### src/rtl/double_to_unsigned_int.sv
`default_nettype none
// ============================================================================
//  Module      : double_to_unsigned_int
//  Description : Converts an IEEE-754 binary64 operand to a 64-bit unsigned
//                integer. Truncates toward zero. NaN, negative values and
//                values below 1.0 give zero. Values of 2^64 and above, and
//                +Inf, saturate to all ones. Both sides use a stb/ack
//                handshake, and the conversion is a multi-cycle FSM.
//  Revision    : 1.0 - initial release
// ============================================================================
module double_to_unsigned_int (
    input  logic        clk,
    input  logic        rst,
    input  logic [63:0] input_a,
    input  logic        input_a_stb,
    output logic        input_a_ack,
    output logic [63:0] output_z,
    output logic        output_z_stb,
    input  logic        output_z_ack
);

    typedef enum logic [2:0] {
        GET_A   = 3'd0,
        UNPACK  = 3'd1,
        SPECIAL = 3'd2,
        CONVERT = 3'd3,
        PUT_Z   = 3'd4
    } state_t;

    localparam logic signed [12:0] c_BIAS      = 13'sd1023;
    localparam logic signed [12:0] c_E_MAXEXP  = 13'sd1024;   // biased exponent 2047
    localparam logic signed [12:0] c_E_LAST    = 13'sd63;     // weight of the mantissa MSB
    localparam logic signed [12:0] c_E_PRELAST = 13'sd62;

    state_t             r_state;
    state_t             w_state_next;

    logic [63:0]        r_a;        // captured operand
    logic               r_s;        // sign
    logic signed [12:0] r_e;        // unbiased exponent, counts up during CONVERT
    logic [63:0]        r_m;        // mantissa, hidden bit aligned at bit 63
    logic [63:0]        r_z;        // result register, held between results
    logic               r_ack;
    logic               r_stb;

    logic               w_in_fire;
    logic               w_out_fire;
    logic               w_is_nan;
    logic               w_is_zero_den;
    logic               w_to_zero;
    logic               w_to_max;
    logic               w_direct;
    logic [63:0]        w_m_shift;

    assign input_a_ack  = r_ack;
    assign output_z     = r_z;
    assign output_z_stb = r_stb;

    assign w_in_fire  = (r_state == GET_A) && r_ack && input_a_stb;
    assign w_out_fire = (r_state == PUT_Z) && r_stb && output_z_ack;

    // Classification of the unpacked operand, evaluated while in SPECIAL.
    // E=2047 maps to e=1024 and E=0 maps to e=-1023. The fraction is still
    // present in m[62:11] at this point.
    assign w_is_nan      = (r_e == c_E_MAXEXP) && (r_m[62:11] != 52'd0);
    assign w_is_zero_den = (r_e == -c_BIAS);
    assign w_to_zero     = w_is_nan || r_s || w_is_zero_den || (r_e < 13'sd0);
    assign w_to_max      = (r_e > c_E_LAST);

    // e=63 already has the integer in m, so no CONVERT cycle is needed.
    assign w_direct      = w_to_zero || w_to_max || (r_e == c_E_LAST);

    assign w_m_shift     = r_m >> 1;

    // State register
    always_ff @(posedge clk) begin
        if (rst) begin
            r_state <= GET_A;
        end else begin
            r_state <= w_state_next;
        end
    end

    // Next-state decode
    always_comb begin
        w_state_next = r_state;
        unique case (r_state)
            GET_A: begin
                if (w_in_fire) begin
                    w_state_next = UNPACK;
                end
            end
            UNPACK: begin
                w_state_next = SPECIAL;
            end
            SPECIAL: begin
                if (w_direct) begin
                    w_state_next = PUT_Z;
                end else begin
                    w_state_next = CONVERT;
                end
            end
            CONVERT: begin
                // Leave on the shift that brings e to 63. The following
                // PUT_Z cycle stands in for the e=63 check cycle, which
                // keeps the latency at 3 + (63 - e).
                if (r_e == c_E_PRELAST) begin
                    w_state_next = PUT_Z;
                end
            end
            PUT_Z: begin
                if (w_out_fire) begin
                    w_state_next = GET_A;
                end
            end
            default: begin
                w_state_next = GET_A;
            end
        endcase
    end

    // Datapath and handshake registers
    always_ff @(posedge clk) begin
        if (rst) begin
            r_a   <= 64'd0;
            r_s   <= 1'b0;
            r_e   <= 13'sd0;
            r_m   <= 64'd0;
            r_z   <= 64'd0;
            r_ack <= 1'b0;
            r_stb <= 1'b0;
        end else begin
            case (r_state)
                GET_A: begin
                    // ack rises one edge after entry and drops on transfer
                    if (w_in_fire) begin
                        r_a   <= input_a;
                        r_ack <= 1'b0;
                    end else begin
                        r_ack <= 1'b1;
                    end
                end
                UNPACK: begin
                    r_s <= r_a[63];
                    r_e <= $signed({2'b00, r_a[62:52]}) - c_BIAS;
                    r_m <= {1'b1, r_a[51:0], 11'd0};
                end
                SPECIAL: begin
                    if (w_to_zero) begin
                        r_z <= 64'd0;
                    end else if (w_to_max) begin
                        r_z <= {64{1'b1}};
                    end else if (r_e == c_E_LAST) begin
                        r_z <= r_m;
                    end
                end
                CONVERT: begin
                    // Truncating shift: bits falling off the bottom are discarded
                    r_m <= w_m_shift;
                    r_e <= r_e + 13'sd1;
                    if (r_e == c_E_PRELAST) begin
                        r_z <= w_m_shift;
                    end
                end
                PUT_Z: begin
                    // stb rises one edge after entry and drops on transfer
                    if (w_out_fire) begin
                        r_stb <= 1'b0;
                    end else begin
                        r_stb <= 1'b1;
                    end
                end
                default: begin
                    r_ack <= 1'b0;
                    r_stb <= 1'b0;
                end
            endcase
        end
    end

endmodule
`default_nettype wire

### config.mk
export PLATFORM = sky130hd
export DESIGN_NAME = double_to_unsigned_int
export DESIGN_NICKNAME = d
export VERILOG_FILES = /design/src/rtl/double_to_unsigned_int.sv
export SDC_FILE = /design/constraint.sdc
export NUM_CORES = 1
export LEC_CHECK = 0
export CORE_MARGIN = 5
export CORE_UTILIZATION = 54
export DETAILED_ROUTE_END_ITERATION = 7
export PLACE_DENSITY = 0.79
export SLEW_MARGIN = 20
export SYNTH_ARGS = -nofsm -noshare
export SYNTH_HDL_FRONTEND = slang
export SYNTH_SLANG_ARGS = --single-unit
### constraint.sdc
create_clock -name clk -period 2.44 [get_ports clk]
set_input_delay 0.61 -clock clk [delete_from_list [all_inputs] [get_ports clk]]
set_output_delay 0.61 -clock clk [all_outputs]
set_load 0.1 [all_outputs]
# == Yosys cells after proc, flatten, opt, wreduce, memory -nomap -nowiden ==
# Cells that the tools add are included.
# classes
eq_ne,12
n_lt_le_gt_ge,2
shifts,0
n_mul,0
n_bitwise,0
reduce_logical,19
addsub,2
n_div,0
muxes,16
# ops
operator,count
64-bit 2-to-1 mux,4
64-bit one-hot mux with 2 select lines,2
52-bit nonzero test,1
"13-bit by 7-bit == test with 1-bit output, second input constant",2
13-bit one-hot mux with 2 select lines,1
3-bit one-hot mux with 5 select lines,1
"13-bit by 2-bit adder with 13-bit output, second input constant",1
"13-bit by 11-bit == test with 1-bit output, second input constant",1
"13-bit by 12-bit == test with 1-bit output, second input constant",1
"13-bit by 7-bit > comparator with 1-bit output, second input constant",1
"13-bit by 1-bit less-than comparator with 1-bit output, second input constant",1
3-bit 2-to-1 mux,4
"11-bit by 10-bit subtractor with 12-bit output, second input constant",1
4-bit OR reduction,2
"3-bit by 2-bit == test with 1-bit output, second input constant",2
"2-bit != test, second input constant",3
3-bit AND reduction,2
1-bit logical AND,5
1-bit logical OR,5
"4-bit != test, second input constant",1
1-bit one-hot mux with 2 select lines,2
2-bit nonzero test,2
"3-bit by 1-bit == test with 1-bit output, second input constant",1
"3-bit == test, second input constant",1
other kinds (3),4
# word_totals
out_inout_bits,66
regBits,211
input_bits,68
latchBits,0
ram_bits,0
wordCells,59
rom_bits,0
mem_count,0

# == Depth between registers and ports, before layout ==
# Gate-level depths: netlist of the first run.
# depth
depth_word,9
mapped_depth,10
ltp_nobuf,8

# == Worst setup path before layout of the first run ==
# OpenSTA, ideal clock, no wires.
# synth_path
path_type,reg2reg
start,"register r_ack, in the netlist input_a_ack"
end,register r_a[55]
setup_time_ns,0.070
path_slack_ns,0.372
t_arrival_ns,1.997
synth_period_minus_slack_ns,2.068
required_ns,2.370
stages_incl_launch_ff,6
path_buffers,2
cell_sequence,dfxtp_1 -> and3_1 -> clkbuf_1 -> clkbuf_1 -> nand2_1 -> a21oi_1
# synth_via
elab_chain_len,3
# synth_lines
item,line,source
start: declaration,43,logic r_ack;
start signal: assignment,130,r_ack <= 1'b0;
start signal: assignment,138,r_ack <= 1'b0;
start signal: assignment,140,r_ack <= 1'b1;
1-bit logical AND (2 in a row),59,assign w_in_fire = (r_state == GET_A) && r_ack && input_a_stb;
2-bit AND reduction (no line),-,
end signal: assignment,137,r_a <= input_a;
end: declaration,38,logic [63:0] r_a;
# Every way passes these cells.
# A chain may end at the register's enable or synchronous reset.

# == Final worst setup path of the first run ==
# layout_path
start,register r_m[53]
end,"register r_z[47], in the netlist output_z[47]"
# layout_via
elab_chain_len,7
word_cells_on_any_way,9
classes_between,1 x eq/ne; 2 x mux; 6 x reduce/logical
# layout_lines
item,line,source
start: declaration,41,logic [63:0] r_m;
start signal: assignment,146,"r_m <= {1'b1, r_a[51:0], 11'd0};"
start signal: assignment,159,r_m <= w_m_shift;
52-bit nonzero test *,65,assign w_is_nan = (r_e == c_E_MAXEXP) && (r_m[62:11] != 52'd0);
1-bit logical AND *,65,
1-bit logical OR * (3 in a row),67,assign w_to_zero = w_is_nan || r_s || w_is_zero_den || (r_e < 13'sd0);
4-bit != test (no line) or 64-bit 2-to-1 mux (tied branches),-,
3-bit AND reduction (no line) or 64-bit one-hot mux with 2 select lines (tied branches),-,
end signal: assignment,152,r_z <= {64{1'b1}};
end signal: assignment,154,r_z <= r_m;
end signal: assignment,162,r_z <= w_m_shift;
end: declaration,42,logic [63:0] r_z;
# Mark *: on every way between the ends. The rest lies on a longest branch, timed or not.

==> results of run 1 <==
synth_stat cells:
| cell | number |
|---|---|
| o22ai_1 | 23 |
| nor2_1 | 168 |
| ha_1 | 4 |
| o31ai_1 | 23 |
| nor4_1 | 57 |
| o41ai_1 | 4 |
| or3_1 | 3 |
| or4_1 | 1 |
| and4_1 | 1 |
| nand3b_1 | 64 |
| a211oi_1 | 18 |
| xnor2_1 | 7 |
| nor3_1 | 53 |
| o21a_1 | 1 |
| xor2_1 | 1 |
| o31a_1 | 1 |
| buf_2 | 9 |
| nand3_1 | 17 |
| a31oi_1 | 2 |
| a2111oi_0 | 3 |
| a22oi_1 | 12 |
| a21oi_1 | 81 |
| nand2b_1 | 5 |
| buf_1 | 7 |
| o41ai_2 | 39 |
| o211ai_1 | 1 |
| a21o_1 | 2 |
| o21ai_0 | 11 |
| nand4_1 | 8 |
| mux2i_1 | 11 |
| dfxtp_1 | 211 |
| o32ai_1 | 1 |
| buf_6 | 5 |
| inv_1 | 5 |
| a221o_1 | 1 |
| nand2_1 | 146 |
| o21bai_1 | 1 |
| clkbuf_1 | 77 |
| and3_1 | 2 |
| nor2b_1 | 3 |
through the flow:
step / power (mW) / cells / util / hold slack, ns / setup slack, ns
floorplan: 9.76 / 1089 / - / 0.432 / 0.372
global placement: 11.6 / 1381 / 0.640 / 0.443 / 0.175
detailed placement: 11.7 / 1381 / 0.640 / 0.447 / 0.113
CTS: 15.1 / 1420 / 0.683 / 0.455 / 0.0871
global route: 15.9 / 1420 / 0.685 / 0.473 / 0.0237
finish: 15.1 / 1420 / 0.685 / 0.456 / 0.112
layout make-up:
cell class / instances / area, um2
clock inverter: 3 / 65.1
clock buffer: 36 / 654
tap: 220 / 275
fill: 1328 / 5240
multi-input combinational: 775 / 4590
sequential: 211 / 4230
timing repair buffer: 170 / 1570
inverter: 5 / 18.8
power groups by stage:
stage	sequential (mW)	clock, mW	combinational [mW]
final	5.02	3.34	6.73
after global routing	5.11	3.52	7.31
after CTS	4.98	3.39	6.68
after detailed placement	5.05	0	6.63
after global placement	5.01	0	6.57
after floorplan	5.94	0	3.82
registers in the layout, indices dropped and copies added, names as in the netlist:
register	flops
input_a_ack	1
output_z	64
output_z_stb	1
r_a	64
r_e	13
r_m	64
r_s	1
r_state	3
metal layers:
metal  vias up  global-route usage
li1       4114                   -
met1      3981               0.345
met2       310               0.369
met3        48              0.0375
met4         0              0.0760
met5         -                   0
cells by family after synthesis:
family	Yosys count	synth area share
multiplexers	11	0.0120
buffers and inverters	103	0.0474
AO/OA/AOI/OAI	224	0.193
flip-flops	211	0.460
XOR/XNOR	8	0.00763
AND/OR/NAND/NOR	528	0.274
adder cells (fa/ha/maj)	4	0.00545
worst reg2reg max path: stages (launching register included):
cell      delay, ns
dfxtp_1        0.32
nor4_2         0.26
buf_4          0.16
nand4_1        0.14
or4_1          0.55
nand2_1        0.15
o21bai_4       0.10
buf_12         0.20
o41ai_2        0.36
path summary, 6_finish.rpt:
| check | startpoint | end | slack [ns] | depth (start not counted) |
|---|---|---|---|---|
| worst max-delay path | r_m[53] | output_z[47] | 0.11 | 8 |
| worst min register to register | r_a[42] | r_a[42] | 0.46 | 2 |
| worst min-delay path | r_a[42] | r_a[42] | 0.46 | 2 |
| worst max register to register | r_m[53] | output_z[47] | 0.11 | 8 |
placed cells by master (no fill, tap or decap), drive strengths merged, types with 2 or more instances in the layout:
| cell type | instances |
|---|---|
| clkbuf | 36 |
| a31oi | 2 |
| or3 | 3 |
| inv | 5 |
| nor2 | 168 |
| nand4 | 8 |
| nand2b | 5 |
| xnor2 | 7 |
| nor4 | 57 |
| a22oi | 12 |
| o31ai | 23 |
| nor3 | 53 |
| nor2b | 3 |
| a211oi | 18 |
| a21o | 2 |
| o21ai | 11 |
| a2111oi | 3 |
| dfxtp | 211 |
| nand3 | 17 |
| buf | 104 |
| nand2 | 146 |
| clkdlybuf4s50 | 66 |
| mux2i | 11 |
| bufinv | 2 |
| and3 | 2 |
| ha | 4 |
| o22ai | 23 |
| nand3b | 64 |
| o41ai | 43 |
| a21oi | 81 |
==> impl_results.md, run 1 <==
- Highest clock rate: 430 MHz
- Dpl cell area: 10,700 um2
- Syn avg cell area: roughly 8.4 um2
- Nets: 1,257
- Critical path launch point type: flip-flop
- Root buffer cell: clkbuf_16
- Routability cong.: about 0.87
- Number of diodes: 0
- P_leak: 4.33 nW
- Wire length of the first global-routing pass: 40,000 um
- Count of cell types in the netlist: 40
- Switching Share: 0.443
- P_sw: 6.68 mW
- Vias in the first global route: 7,866
- Core ar.: 16,600 um2
- Seq/Total Area, Yosys: 0.460
- CTS H-tree lvls: 1
- Met1 wire length: 11,300 um
- Wire length on met2: approximately 11,000 um
- Synth area leader: dfxtp_1
- FF+latch count, synth: 211
- Final HPWL DP: 16,300 um
- Crit-path leading delay family: simple AND/OR/NAND/NOR gates
- Via count: 8,453
- Number of antenna violations at the first check in global routing: 0
- Pwr dens: 1320 nW/um2
- Area of the die: 19,700 um2
- Synthesized area: between 9000 and 10,000 um2
- Syn nets: 1,161
- Maximum clock insertion buffer count: 3
- Largest net degree at the start of global routing: 79
- Worst-skew pair later-pin latency: roughly 0.5 ns
- CTS tree: built
- Detail Route Antenna Nets: 0
- CP Capture Type: flip-flop
- VDD IR max: 0.702 mV
- Sequential power share: 0.333
- RSZ-0062 raised after global routing: no
- Hold_buf cts: 0
- Top Metal Used: met4
- CP Max Fanout: 33
- Layout cell share with drive strength beyond 1: 0.153
- Resized Gates After CTS: 0
- Status: finished, final reports clean
- Final min period: 2.33 ns
- Clk sink count: 211
- Worst slew margin: 0.623
- GR Util All Layers: 0.240
- Worst slew pin tran: 0.559 ns
- Final setup TNS: 0 ns
- Die span in y: 140 um
- Drt initial violations: 677
- Post-CTS Setup Bufs: 0
- Final Cell Area: 11,400 um2
- Vias/cell: 5.95
- Crit path cell chain: nor4_2, buf_4, nand4_1, or4_1, nand2_1, o21bai_4, buf_12, o41ai_2
- Final Skew: around 0.005 ns
- Crit path DAT: roughly 2.7 ns
- Clock-pin slew on the worst setup and hold paths: 0.06 ns
- Max-cap violations: 0
- Initial core utilization: 0.552
- Port Buffers: 133
- Grt total ovfl: 0
- DRC: 0
- Cells after synthesis: 1,089
- WL/cell: roughly 17 um
- Crit share post-route: 0.954
- WP buf/inv: 2
- Finish-stage setup viols: 0
- P_int: approximately 8.4 mW
- Final hold violations: 0
- I/O Pins: 134
- Max incr delay on CP: 0.55 ns
- Worst setup path class: flip-flop to flip-flop
- Metal3 WL: roughly 1700 um
- Hold WC Path Type: flip-flop to flip-flop
- Area Overhead vs Synth: 24.2%
- CP required: 2.84 ns
- Comb power frac: 0.446
- Die Wd: between 100 and 150 um
- DRT Pass-1 Iters: 5
- Top area cells in the synthesized netlist: dfxtp_1, o41ai_2, nor2_1
- Slew Viols, Final: 0
- Clk network pwr share: 0.221
- Top cell type's share of synthesized area: 0.460
- Num CTS Buffers: 22
- Post-Route WL: 24,600 um
- CP max stage cell: or4_1
- Core Rows: 47
- Warnings, synthesis: 0
No activity file was read; power rests on OpenSTA's default activity.
==> run 2: changes to the inputs <==
- ABC_AREA: not set -> 1
- CORE_UTILIZATION: 54 -> 55
- CTS_CLUSTER_DIAMETER: not set -> 40
- CTS_CLUSTER_SIZE: not set -> 24
- PLACE_DENSITY: 0.79 -> 0.8
==> impl_results.md, run 2 <==
- Status: finished, final reports clean
- Finish-stage setup viols: 0
- Root buffer cell: clkbuf_16
- Crit path to: output_z[1]
- Maximum clock insertion buffer count: 3
- Syn nets: 1,591
- Routability cong.: 0.866
- Worst setup path class: flip-flop to flip-flop
- Highest clock rate: 446 MHz
- Drt initial violations: 908
- Final HPWL DP: 16,600 um
- Post-Route WL: 26,200 um
- Top cell types by occurrence after synthesis: nand2_1, dfxtp_1, inv_1
- Crit path DAT: between 2 and 3 ns
- Num CTS Buffers: 28
- Worst-skew pair later-pin latency: 0.53 ns
- Combinational family with the most area after synthesis: simple AND/OR/NAND/NOR gates
- Synth area leader: dfxtp_1
- Detail Route Antenna Nets: 0
- Number of antenna violations at the first check in global routing: 0
- Final min period: 2.24 ns
- P_leak: 5.64 nW
- Count of cell types in the netlist: 31
- I/O Pins: 134
- DRT Pass-1 Iters: 5
- Via count: approximately 9,900
- Initial core utilization: 0.559
- Seq/Total Area, Yosys: 0.420
- Die Wd: 145 um
- Nets: 1,676
- Crit share post-route: 0.920
- VDD IR max: about 1.2 mV
- CP required: 2.86 ns
- Complex-gate fraction of the synthesized area: 0.154
- Synthesized area: 10,000 um2
- Resized Gates After CTS: 0
- CP Max Fanout: 80
- Most frequent cell after synthesis: nand2_1
- R2R depth: 11
- Slew Viols, Final: 0
- Critical path launch point type: flip-flop
- Port Buffers: between 100 and 150
- GR Util All Layers: 0.233
- Overall power: 17.3 mW
- FILL cells: about 1,500
- Worst slew margin: 0.613
- Largest net degree at the start of global routing: between 80 and 90
- Final hold slack: 0.454 ns
- Core Rows: 49
- Warnings, synthesis: 0
- DRC: 0
- Top Metal Used: met4
- Grt total ovfl: 0
- Most frequent cells in the layout: nand2_1, dfxtp_1, inv_1
- Simple-gate share of the synthesized area: 0.291
- CTS tree: built
- Syn avg cell area: 6.61 um2
- Number of diodes: 0
- Ys async rst share: 0
- Top cell type's share of synthesized area: 0.420
- Core ar.: ~18,000 um2
- FF-to-FF Start: r_e[0]
- Area of the die: 21,100 um2
- Post-synth top flop: dfxtp_1
- Cells after synthesis: 1,519
- Proportion of synthesized area in mux cells: 0
- FF+latch count, synth: 211
- Hold_buf cts: 0
- WL/cell: 14.1 um
- Metal3 WL: 1700 um
- RSZ-0062 raised after global routing: no
- Area Overhead vs Synth: 23.2%
- Final hold violations: 0
- Synth Area in XOR/XNOR: 0.00697
- Leading cell type in the layout, fill and taps excluded: nand2_1
- Die span in y: 145 um
- Vias/cell: roughly 5.4
- Critical path origin: r_e[0]
- Reg-to-reg slack, setup: roughly 0.20 ns
- Max-cap violations: 0
- Clock-pin slew on the worst setup and hold paths: 0.06 ns
- Wire length of the first global-routing pass: between 40,000 and 50,000 um
- Top area cells in the synthesized netlist: dfxtp_1, nand2_1, inv_1
- Final setup TNS: 0 ns
- FF-to-FF End: output_z[1]
- Met1 wire length: 11,300 um
- Post-synthesis adder-cell area fraction: 0.00498
- Worst slew pin tran: between 0.5 and 0.6 ns
- Post-synth EDFFs: 0
- Clk sink count: 211
- Wire length on met2: between 10,000 and 15,000 um
- Final Skew: between 0.01 and 0.015 ns
- Layout cell share with drive strength beyond 1: 0.0961
- CTS H-tree lvls: 1
- CP Capture Type: flip-flop
- Vias in the first global route: 9,029
- Pwr dens: 1400 nW/um2
- Post-CTS Setup Bufs: 0
- Hold WC Path Type: flip-flop to flip-flop
[run 2: cell types whose count changed after synthesis, moves of 50 or more]
| cell | before | now |
|---|---|---|
| nand2_1 | 146 | 420 |
| inv_1 | 5 | 206 |
| nand4_1 | 8 | 71 |
| nor4_1 | 57 | 0 |
| nor3_1 | 53 | 3 |
| o21ai_0 | 11 | 106 |
| nand3b_1 | 64 | 2 |
[run 2: area by class of cell]
class	count	area, um2	share of cell area
clock buffers	30	739	0.0598
clock inverters	20	249	0.0201
inverters	211	796	0.0643
multi-input cells	994	4640	0.375
flip-flops and latches	211	4220	0.341
well taps	229	287	0.0232
repair buffers	158	1440	0.116
[run 2: worst min path at each step]
stage            start  endpoint  slack (ns)  cells after the start
2_1_floorplan  r_a[10]   r_a[10]        0.43                      2
3_3_place_gp   r_a[14]   r_a[14]        0.44                      2
3_5_place_dp   r_a[31]   r_a[31]        0.44                      2
4_1_cts        r_a[31]   r_a[31]        0.45                      2
5_1_grt        r_a[41]   r_a[41]        0.47                      2
6_report       r_a[31]   r_a[31]        0.45                      2
[run 2: cell families after synthesis]
group,Yosys count
and+or+nand+nor,717
buffers and inverters,314
AOI/OAI and AO/OA,265
DFF,211
xor gates and xnor gates,8
adders and majority gates,4
[run 2: power breakdown]
part | switching, mW | internal, mW | leakage [nW] | total, mW
combinational | 5.85 | 2.28 | 3.45 | 8.14
sequential | 0.586 | 4.30 | 1.72 | 4.89
clock | 1.64 | 2.65 | 0.471 | 4.29
total | 8.08 | 9.24 | 5.64 | 17.3
[run 2: per-stage QoR]
stage / util / cells / setup slack (ns) / instance area [um2]
6_report: 0.689 / 1853 / 0.196 / 12400
5_1_grt: 0.689 / 1853 / 0.0288 / 12400
4_1_cts: 0.689 / 1853 / 0.241 / 12400
3_5_place_dp: 0.634 / 1803 / 0.273 / 11400
3_3_place_gp: 0.634 / 1803 / 0.384 / 11400
2_1_floorplan: - / 1519 / 0.438 / 10000
[run 2: routing by layer]
metal  track usage  vias to the layer above
met5             0                        -
met4        0.0672                        0
met3        0.0337                       46
met2         0.387                      340
met1         0.317                     4525
li1              -                     5029
[run 2: worst max-delay path, stage by stage, from the launching register on]
cell,delay (ns)
dfxtp_1,0.44
ha_1,0.26
nand2_1,0.12
nor2_2,0.19
nand2_1,0.09
nand3_2,0.11
nand4_2,0.20
nand2_4,0.15
buf_12,0.29
nand2_1,0.11
nand2_1,0.08
nor2_1,0.04
